===== src/rtl/data_mem_arbiter.sv =====
// Two-master arbiter for the single data RAM port: pipeline core vs. DMA/debug master.
// Combinational grant, bounded core run, locked DMA bursts, one-cycle read response routing.
module data_mem_arbiter #(
    parameter int unsigned AW           = 32,
    parameter int unsigned DW           = 32,
    parameter int unsigned MAX_CORE_RUN = 4
) (
    input  logic            clk_i,
    input  logic            rst_i,
    input  logic            core_req_i,
    input  logic            core_we_i,
    input  logic [DW/8-1:0] core_be_i,
    input  logic [AW-1:0]   core_addr_i,
    input  logic [DW-1:0]   core_wdata_i,
    output logic            core_stall_o,
    output logic            core_rvalid_o,
    output logic [DW-1:0]   core_rdata_o,
    input  logic            dma_req_i,
    input  logic            dma_lock_i,
    input  logic            dma_we_i,
    input  logic [DW/8-1:0] dma_be_i,
    input  logic [AW-1:0]   dma_addr_i,
    input  logic [DW-1:0]   dma_wdata_i,
    output logic            dma_gnt_o,
    output logic            dma_rvalid_o,
    output logic [DW-1:0]   dma_rdata_o,
    output logic            dma_err_o,
    output logic            mem_we_o,
    output logic [DW/8-1:0] mem_be_o,
    output logic [AW-1:0]   mem_addr_o,
    output logic [DW-1:0]   mem_wdata_o,
    input  logic [DW-1:0]   mem_rdata_i
);
    localparam int unsigned BW = DW / 8;

    typedef enum logic {StArb, StDmaLock} state_e;
    typedef enum logic [1:0] {OwnNone, OwnCore, OwnDma} owner_e;

    state_e        state_q, state_d;
    owner_e        owner_q, owner_d;
    logic [3:0]    run_cnt_q, run_cnt_d;
    logic [AW-1:0] addr_q;
    logic [DW-1:0] wdata_q;
    logic [DW-1:0] core_rdata_q, dma_rdata_q;

    logic dma_aligned, dma_ok, dma_bad, run_max;
    logic core_win, dma_win;

    always_comb begin
        dma_aligned = 1'b0;
        case (dma_be_i)
            BW'(1), BW'(2), BW'(4), BW'(8), BW'(3), BW'(12), BW'(15): dma_aligned = 1'b1;
            default: dma_aligned = 1'b0;
        endcase
    end

    // Misaligned DMA requests are acknowledged with an error and never reach the RAM.
    assign dma_ok  = dma_req_i && dma_aligned;
    assign dma_bad = rst_i && dma_req_i && !dma_aligned;
    assign run_max = (run_cnt_q == 4'(MAX_CORE_RUN));

    always_comb begin
        core_win = 1'b0;
        dma_win  = 1'b0;
        if (rst_i) begin
            if (state_q == StDmaLock && dma_lock_i) begin
                dma_win = dma_ok;
            end else begin
                dma_win  = dma_ok && (!core_req_i || run_max);
                core_win = core_req_i && !dma_win;
            end
        end
    end

    assign core_stall_o = core_req_i && !core_win;
    assign dma_gnt_o    = dma_win || dma_bad;
    assign dma_err_o    = dma_bad;

    always_comb begin
        mem_we_o    = 1'b0;
        mem_be_o    = '0;
        mem_addr_o  = addr_q;
        mem_wdata_o = wdata_q;
        if (core_win) begin
            mem_we_o    = core_we_i;
            mem_be_o    = core_be_i;
            mem_addr_o  = core_addr_i;
            mem_wdata_o = core_wdata_i;
        end else if (dma_win) begin
            mem_we_o    = dma_we_i;
            mem_be_o    = dma_be_i;
            mem_addr_o  = dma_addr_i;
            mem_wdata_o = dma_wdata_i;
        end
    end

    always_comb begin
        run_cnt_d = run_cnt_q;
        if (dma_win || !dma_req_i) begin
            run_cnt_d = '0;
        end else if (core_win && !dma_bad && !run_max) begin
            run_cnt_d = run_cnt_q + 4'd1;
        end

        state_d = state_q;
        if (dma_win && dma_lock_i) begin
            state_d = StDmaLock;
        end else if (!dma_lock_i) begin
            state_d = StArb;
        end

        owner_d = OwnNone;
        if (core_win && !core_we_i) begin
            owner_d = OwnCore;
        end else if (dma_win && !dma_we_i) begin
            owner_d = OwnDma;
        end
    end

    assign core_rvalid_o = (owner_q == OwnCore);
    assign dma_rvalid_o  = (owner_q == OwnDma);
    assign core_rdata_o  = core_rvalid_o ? mem_rdata_i : core_rdata_q;
    assign dma_rdata_o   = dma_rvalid_o ? mem_rdata_i : dma_rdata_q;

    always_ff @(posedge clk_i or negedge rst_i) begin
        if (!rst_i) begin
            state_q      <= StArb;
            owner_q      <= OwnNone;
            run_cnt_q    <= '0;
            addr_q       <= '0;
            wdata_q      <= '0;
            core_rdata_q <= '0;
            dma_rdata_q  <= '0;
        end else begin
            state_q      <= state_d;
            owner_q      <= owner_d;
            run_cnt_q    <= run_cnt_d;
            addr_q       <= mem_addr_o;
            wdata_q      <= mem_wdata_o;
            core_rdata_q <= core_rdata_o;
            dma_rdata_q  <= dma_rdata_o;
        end
    end

endmodule


===== config.mk =====
export PLATFORM = sky130hd
export DESIGN_NAME = data_mem_arbiter
export DESIGN_NICKNAME = d
export VERILOG_FILES = /design/src/rtl/data_mem_arbiter.sv
export SDC_FILE = /design/constraint.sdc
export NUM_CORES = 1
export LEC_CHECK = 0
export ABC_AREA = 1
export CORE_MARGIN = 2
export CORE_UTILIZATION = 40
export CTS_CLUSTER_DIAMETER = 200
export DETAILED_ROUTE_END_ITERATION = 16
export DONT_BUFFER_PORTS = 1
export SKIP_LAST_GASP = 1
export SYNTH_ARGS = -nofsm -noshare
export SYNTH_HDL_FRONTEND = slang
export SYNTH_SLANG_ARGS = --single-unit

===== constraint.sdc =====
create_clock -name clk_i -period 2.5 [get_ports clk_i]
set_input_delay 0.5 -clock clk_i [delete_from_list [all_inputs] [get_ports clk_i]]
set_output_delay 0.5 -clock clk_i [all_outputs]
set_load 0.03 [all_outputs]

# --- Word level (Yosys, flattened, before mapping) ---
# Index checks and enable logic that the tools add are counted.
word_totals:
  ff_bits: 135
  in_bits: 175
  word_cells: 66
classes:
  n_addsub: 1
  n_eq_ne: 11
  n_mux: 21
  n_reduce_logical: 26
ops:
  columns: ["operator", "count"]
  rows:
  - ["two-way mux 32 bit", 6]
  - ["two-way mux 4 bit", 4]
  - ["== test 4 bit, second input constant", 3]
  - ["logical AND 1 bit", 12]
  - ["logical NOT 1 bit", 9]
  - ["two-way mux 1 bit", 9]
  - ["== test 4 x 2 -> 1 bit, second input constant", 2]
  - ["== test 4 x 3 -> 1 bit, second input constant", 2]
  - ["OR reduction 7 bit", 1]
  - ["adder 4 x 1 -> 4 bit, second input constant", 1]
  - ["== test 4 x 1 -> 1 bit, second input constant", 1]
  - ["two-way mux 2 bit", 2]
  - ["logical OR 1 bit", 3]
  - ["== test 2 x 1 -> 1 bit, second input constant", 1]
  - ["== test 2 bit, second input constant", 1]
  - ["!= test 2 x 1 -> 1 bit, second input constant", 1]
  - ["nonzero test 2 bit", 1]

# --- Logic depth before layout (Yosys ltp) ---
# Gate-level depths: netlist of the first run.
logic_depth:
  word_depth: 13
  depth_mapped: 12
  mapped_depth_nobuf: 10

# --- Worst setup path after synthesis of the first run ---
# No wires, ideal clock.
synth_path:
  path_kind: "register to output"
  from: "register owner_q[0]"
  to: "output dma_rdata_o[0]"
  t_arrival_ps: 1971
  required_time_ps: 2000
  setup_slack_ps: 29
  stages_incl_launch_ff: 5
  path_buffers: 1
  cell_sequence: "dfrtp_1 -> nor2_1 -> inv_2 -> clkbuf_1 -> o21ai_0"
synth_via:
  elab_chain_len: 2
synth_rtl:
  columns: ["element", "line_no", "rtl"]
  rows:
  - ["start: declaration", "40", "owner_e owner_q, owner_d;"]
  - ["start signal: assignment", "128", "owner_q <= OwnNone;"]
  - ["start signal: assignment", "136", "owner_q <= owner_d;"]
  - ["== test 2 bit", "121", "assign dma_rvalid_o = (owner_q == OwnDma);"]
  - ["named net dma_rvalid_o", "25", "output logic dma_rvalid_o,"]
  - ["two-way mux 32 bit", "123", "assign dma_rdata_o = dma_rvalid_o ? mem_rdata_i : dma_rdata_q;"]
  - ["end: declaration", "26", "output logic [DW-1:0] dma_rdata_o,"]
# The timed path passes the listed nets, and every way through them passes these cells.

# --- Final worst setup path of the first run ---
layout_path:
  from: "register run_cnt_q[0]"
  to: "output mem_we_o"
layout_via:
  elab_chain_len: 8
layout_rtl:
  columns: ["element", "line_no", "rtl"]
  rows:
  - ["start: declaration", "41", "logic [3:0] run_cnt_q, run_cnt_d;"]
  - ["start signal: assignment", "137", "run_cnt_q <= run_cnt_d;"]
  - ["== test 4 x 3 -> 1 bit (*)", "60", "assign run_max = (run_cnt_q == 4'(MAX_CORE_RUN));"]
  - ["logical OR 1 bit (*)", "69", "dma_win = dma_ok && (!core_req_i || run_max);"]
  - ["logical AND 1 bit (*)", "69", null]
  - ["logical NOT 1 bit", "70", "core_win = core_req_i && !dma_win;"]
  - ["logical AND 1 bit", "70", null]
  - ["two-way mux 1 bit", "66", "if (state_q == StDmaLock && dma_lock_i) begin"]
  - ["two-way mux 1 bit", "65", "if (rst_i) begin"]
  - ["two-way mux 1 bit (*)", "84", "if (core_win) begin"]
  - ["end: declaration", "28", "output logic mem_we_o,"]
# Every way passes the cells marked *; elsewhere a longest branch is shown, timed or not.

==> results.json, run 1 <==
{
  "status": "finished with violations",
  "violations": "negative hold slack, negative setup slack",
  "p_sw_mw": 3.14,
  "crit_type": "reg2out",
  "power.share.switching_pct": 37.2,
  "vias": 5915,
  "io_pins": 313,
  "ant_nets": 0,
  "grt_first_pass_wirelength_um": 27600,
  "synth.distinct_cells": 20,
  "p_comb_share_pct": 34.3,
  "rows": 46,
  "final_util_pct": 61.9,
  "yosysWarnings": 0,
  "die-area_um2": 17100,
  "drtPass1Iterations": 5,
  "hold_class": "in2async",
  "initial_utilization_pct": 40.7,
  "setup_viol": 70,
  "first_iter_violations": 343,
  "final_area_um2": 9770,
  "fin_ws_ns": -0.164,
  "grt_use_total_pct": 21.1,
  "syn-num-nets": 1042,
  "seqPwrFrac_pct": 32.7,
  "die_w_um": 131,
  "drive_above_1_share_pct": 37.0,
  "wirelength_um": 21800,
  "final_common_cell": "nand2_1",
  "nets": 1120,
  "crit_arrival_ns": 2.16,
  "port_buffers": 0,
  "slew_violations": 0,
  "wl_per_cell_um": 18.6,
  "postSynthCellCount": 865,
  "ys_ff_latch": 135,
  "dp_slack_ns": 0.150,
  "yosysSeqAreaShare_pct": 52.7,
  "clk_path_buf_depth": 2,
  "fin_hold_ws_ns": -0.227,
  "vdd_drop_max_mv": 0.503,
  "tightest_slew_ns": 0.719,
  "synth_top_area_share_pct": 52.7,
  "grt_max_degree": 138,
  "routabilityCongestion": 0.801,
  "synth.cell_area_um2": 6410,
  "rsz0062_at_grt": "true",
  "hold_viol": 135,
  "crit_path_end_kind": "output port",
  "p_int_mw": 5.30,
  "cts_tree": "yes",
  "finalCriticalPeriod_ns": 2.66,
  "antennaDiodeCount": 0,
  "fmax_mhz": 375,
  "gr-total-overflow": 0,
  "cap_violations": 0,
  "clockPowerShare_pct": 33.0,
  "synth_top_area_cell": "dfrtp_1",
  "drc": 0,
  "core_area_um2": 15800,
  "viasPerCell": 5.05,
  "antenna_found_initial": 0,
  "postPlaceCellArea_um2": 7020,
  "totalNegativeSetupSlack_ns": -7.16,
  "die_h_um": 131,
  "critPathLaunchType": "register",
  "power_density_nw_per_um2": 864,
  "required_ns": 2.00,
  "layout_common_cells": "nand2_1, inv_1, dfrtp_1",
  "grt_pass1_vias": 5406,
  "numCtsBuffers": 17,
  "root_buffer": "clkbuf_16",
  "syn_avg_cell_area_um2": 7.41,
  "leakage_nw": 5.29,
  "areaGrowthSynthToFinish_pct": 52.3,
  "clk_latency_ns": 0.42,
  "skew_ns": 0.0134,
  "crit_fanout": 8,
  "hpwl_um": 11300,
  "synth_area_leaders": "dfrtp_1, nand2_1, inv_1",
  "relSlewSlack_pct": 51.7,
  "fillCellCount": 1254,
  "clkSlewWorstSetupHoldPaths_ns": 0.06,
  "htreeDepth": 4,
  "fin_crit_sh_pct": 107,
  "cts_sinks": 135
}
cell families after synthesis:
| group | after synthesis | share of synthesized area, % |
|---|---|---|
| and+or+nand+nor | 442 | 27.6 |
| DFF | 135 | 52.7 |
| buffers and inverters | 216 | 13.5 |
| xor gates and xnor gates | 2 | 0.273 |
| AOI/OAI and AO/OA | 68 | 5.46 |
| adders and majority gates | 2 | 0.390 |
routing by layer:
layer	share of wire, %	global-route usage [%]	vias up
li1	-	-	2728
met1	37	24.7	2840
met2	52	36.1	312
met3	8.6	6.56	35
met4	2.1	8.39	0
met5	0	0	-
registers in the layout, indices dropped and copies added, names as in the netlist:
| register | flops |
|---|---|
| state_q | 1 |
| wdata_q | 32 |
| dma_rdata_q | 32 |
| owner_q | 2 |
| core_rdata_q | 32 |
| addr_q | 32 |
| run_cnt_q | 4 |
worst max-delay path: stages (launching register included):
cell	delay, ns
dfrtp_1	0.39
inv_2	0.09
ha_4	0.14
nand3_4	0.09
nand2_4	0.11
nand2_4	0.07
o21bai_4	0.18
buf_4	0.15
buf_12	0.13
nor2_1	0.08
o21ai_1	0.12
buf_4	0.17
synthesized netlist by cell type, drive strengths merged:
| cell | number |
|---|---|
| inv | 174 |
| xor2 | 2 |
| nor2 | 12 |
| clkinv | 1 |
| a21oi | 2 |
| o21bai | 1 |
| dfrtp | 135 |
| o21ai | 65 |
| ha | 2 |
| clkbuf | 17 |
| nand2 | 354 |
| buf | 24 |
| nand3 | 76 |
final timing paths:
| check | slack (ns) | depth (start not counted) | to | start |
|---|---|---|---|---|
| setup reg to reg | 0.37 | 11 | run_cnt_q[0] | run_cnt_q[0] |
| min in group clk_i | 0.14 | 1 | owner_q[1] | dma_we_i |
| max in group asynchronous | 2.57 | 0 | wdata_q[26] | rst_i |
| hold reg to reg | 0.51 | 2 | dma_rdata_q[21] | dma_rdata_q[21] |
| setup / recovery | -0.16 | 11 | mem_we_o | run_cnt_q[0] |
| hold / removal | -0.23 | 0 | core_rdata_q[4] | rst_i |
area by class of cell:
class	count	area [µm²]	area share (%)
repair buffers	100	1290	13.2
multi-input cells	514	3500	35.9
inverters	175	673	6.89
well taps	216	270	2.77
flip-flops and latches	135	3380	34.6
clock inverters	14	221	2.27
clock buffers	18	429	4.39
metrics by stage:
| step | total power [mW] | cells |
|---|---|---|
| after floorplan | 4.49 | 865 |
| after global placement | 5.00 | 1095 |
| after detailed placement | 5.03 | 1095 |
| after CTS | 8.13 | 1148 |
| after global routing | 8.82 | 1172 |
| final | 8.44 | 1172 |
power by group through the flow:
| stage | Clock, mW | Sequential (mW) | Combinational (mW) |
|---|---|---|---|
| 2_1_floorplan | 0 | 2.77 | 1.72 |
| 3_3_place_gp | 0 | 2.78 | 2.22 |
| 3_5_place_dp | 0 | 2.79 | 2.24 |
| 4_1_cts | 2.83 | 2.75 | 2.55 |
| 5_1_grt | 2.92 | 2.80 | 3.10 |
| 6_report | 2.79 | 2.76 | 2.89 |
what timing repair did:
item,in CTS,in global routing
pin swaps,24,73
endpoints found under the setup margin,78,96
buffers inserted,12,15
gates resized for setup,168,230
cloned,9,11
hold endpoints to repair,135,135
Note: power is estimated with default switching activity, not from simulation.
==> inputs of run 2 (changes only) <==
==> constraint.sdc (replaced) <==
create_clock -name clk_i -period 3.2 [get_ports clk_i]
set_input_delay 0.64 -clock clk_i [delete_from_list [all_inputs] [get_ports clk_i]]
set_output_delay 0.64 -clock clk_i [all_outputs]
set_load 0.03 [all_outputs]
==> run 2 against run 1 <==
The flow finishes with violations (negative hold slack). Clock skew about the same. Worst hold slack better by 0.15 ns. Clock power is 28% lower. Wire length is 26% lower. Cell area fell by 23%. Sequential cell count did not move. Critical path depth down 2.
==> results.json, run 2 (synthesized netlist as in run 1, its figures left out) <==
{
  "first_iter_violations": 254,
  "io_pins": 313,
  "core_area_um2": 15800,
  "drtPass1Iterations": 4,
  "ant_nets": 0,
  "port_buffers": 0,
  "viasPerCell": 4.57,
  "hold_class": "in2async",
  "antennaDiodeCount": 0,
  "skew_ns": 0.0132,
  "layout_common_cells": "nand2_1, inv_1, dfrtp_1",
  "stdcell_count": 1124,
  "cts_tree": "yes",
  "postCtsSetupBuffers": 0,
  "finalCriticalPeriod_ns": 3.05,
  "clkSlewWorstSetupHoldPaths_ns": 0.06,
  "cap_violations": 0,
  "fmax_mhz": 328,
  "violations": "negative hold slack",
  "nets": 1072,
  "postPlaceCellArea_um2": 6910,
  "grt_first_pass_wirelength_um": 23900,
  "placedCellCount": 1092,
  "crit_path_end_kind": "output port",
  "hpwl_um": 11200,
  "vias": 5134,
  "wl_per_cell_um": 14.4,
  "fin_ws_ns": 0.152,
  "rsz0062_at_grt": "true",
  "drc": 0,
  "cts_sinks": 135,
  "crit_arrival_ns": 2.41,
  "dp_slack_ns": 0.518,
  "slew_violations": 0,
  "grt_max_degree": 138,
  "leakage_nw": 4.41,
  "final_util_pct": 47.8,
  "root_buffer": "clkbuf_16",
  "required_ns": 2.56,
  "final_area_um2": 7540,
  "die_w_um": 131,
  "grt_pass1_vias": 4672,
  "fin_hold_ws_ns": -0.0731,
  "vdd_drop_max_mv": 0.330,
  "reg2regPathDepth": 9,
  "clk_latency_ns": 0.41,
  "crit_fanout": 41,
  "areaGrowthSynthToFinish_pct": 17.6,
  "final_common_cell": "nand2_1",
  "setup_viol": 0,
  "gr-total-overflow": 0,
  "hold_viol": 135,
  "rows": 46,
  "relSlewSlack_pct": 24.4,
  "status": "finished with violations",
  "power_density_nw_per_um2": 772,
  "numCtsBuffers": 17,
  "p_total_mw": 5.82,
  "crit_type": "reg2out",
  "antenna_found_initial": 0,
  "grt_use_total_pct": 18.1,
  "wirelength_um": 16200,
  "die_h_um": 131,
  "clk_path_buf_depth": 2,
  "routabilityCongestion": 0.815,
  "critPathLaunchType": "register",
  "htreeDepth": 4,
  "totalNegativeSetupSlack_ns": 0,
  "die-area_um2": 17100,
  "tightest_slew_ns": 1.12,
  "initial_utilization_pct": 40.7,
  "drive_above_1_share_pct": 10.2,
  "fin_crit_sh_pct": 95.3
}
[run 2: cell types whose count changed in the layout (fill, tap and decap cells not counted), moves of 12 or more]
cell / delta
nand2_4: -79
nand2_2: -56
o21ai_1: -33
nand2_8: -12
o21ai_0: +33
nand2_1: +147
buf_4: -13
nand3_2: -55
nand3_1: +62
[run 2: cell type report]
class / instances / area, µm²
fill: 1590 / 8230
tap: 216 / 270
timing repair buffer: 52 / 443
inverter: 175 / 657
multi-input combinational: 514 / 2180
sequential: 135 / 3380
clock inverter: 14 / 173
clock buffer: 18 / 439
[run 2: repair_timing]
action | in CTS | in global routing
resized for setup | 0 | 5
hold endpoints to repair | 135 | 135
endpoints found under the setup margin | 0 | 42
[run 2: path summary, 6_finish.rpt]
check	start	endpoint	slack [ns]
max	run_cnt_q[0]	mem_wdata_o[26]	0.15
min	rst_i	core_rdata_q[8]	-0.07
max reg2reg	run_cnt_q[0]	wdata_q[26]	1.07
min reg2reg	core_rdata_q[22]	core_rdata_q[22]	0.50
max in group asynchronous	rst_i	wdata_q[25]	3.08
min in group clk_i	dma_we_i	owner_q[1]	0.30
[run 2: power breakdown]
group	internal, mW	total, mW	switching, mW
Combinational	0.363	1.66	1.29
Sequential	2.06	2.15	0.0873
Clock	1.25	2.01	0.759
Total	3.68	5.82	2.14
[run 2: routing by layer]
layer / global-route usage, % / up-vias / share of wire, %
li1: - / 2624 / -
met1: 21.8 / 2290 / 41
met2: 30.0 / 199 / 48
met3: 6.96 / 21 / 8.8
met4: 6.07 / 0 / 1.6
met5: 0 / - / 0
[run 2: worst max-delay path, stage by stage, from the launching register on]
cell and delay (ns):
dfrtp_1 0.41, inv_1 0.09, ha_1 0.15, nand3_1 0.13, nand2_1 0.12, nand2_1 0.11, o21bai_4 0.19, buf_6 0.32
nand3_1 0.14, nand2_1 0.29
==> inputs of run 3 (changes only) <==
--- a/config.mk
+++ b/config.mk
@@ -6,6 +6,7 @@
 export NUM_CORES = 1
 export LEC_CHECK = 0
 export ABC_AREA = 1
+export ABC_CLOCK_PERIOD_IN_PS = 3200
 export CORE_MARGIN = 2
 export CORE_UTILIZATION = 40
 export CTS_CLUSTER_DIAMETER = 200
==> results of run 3 <==
Final layout, timing and power as in run 2 (identical DEF).
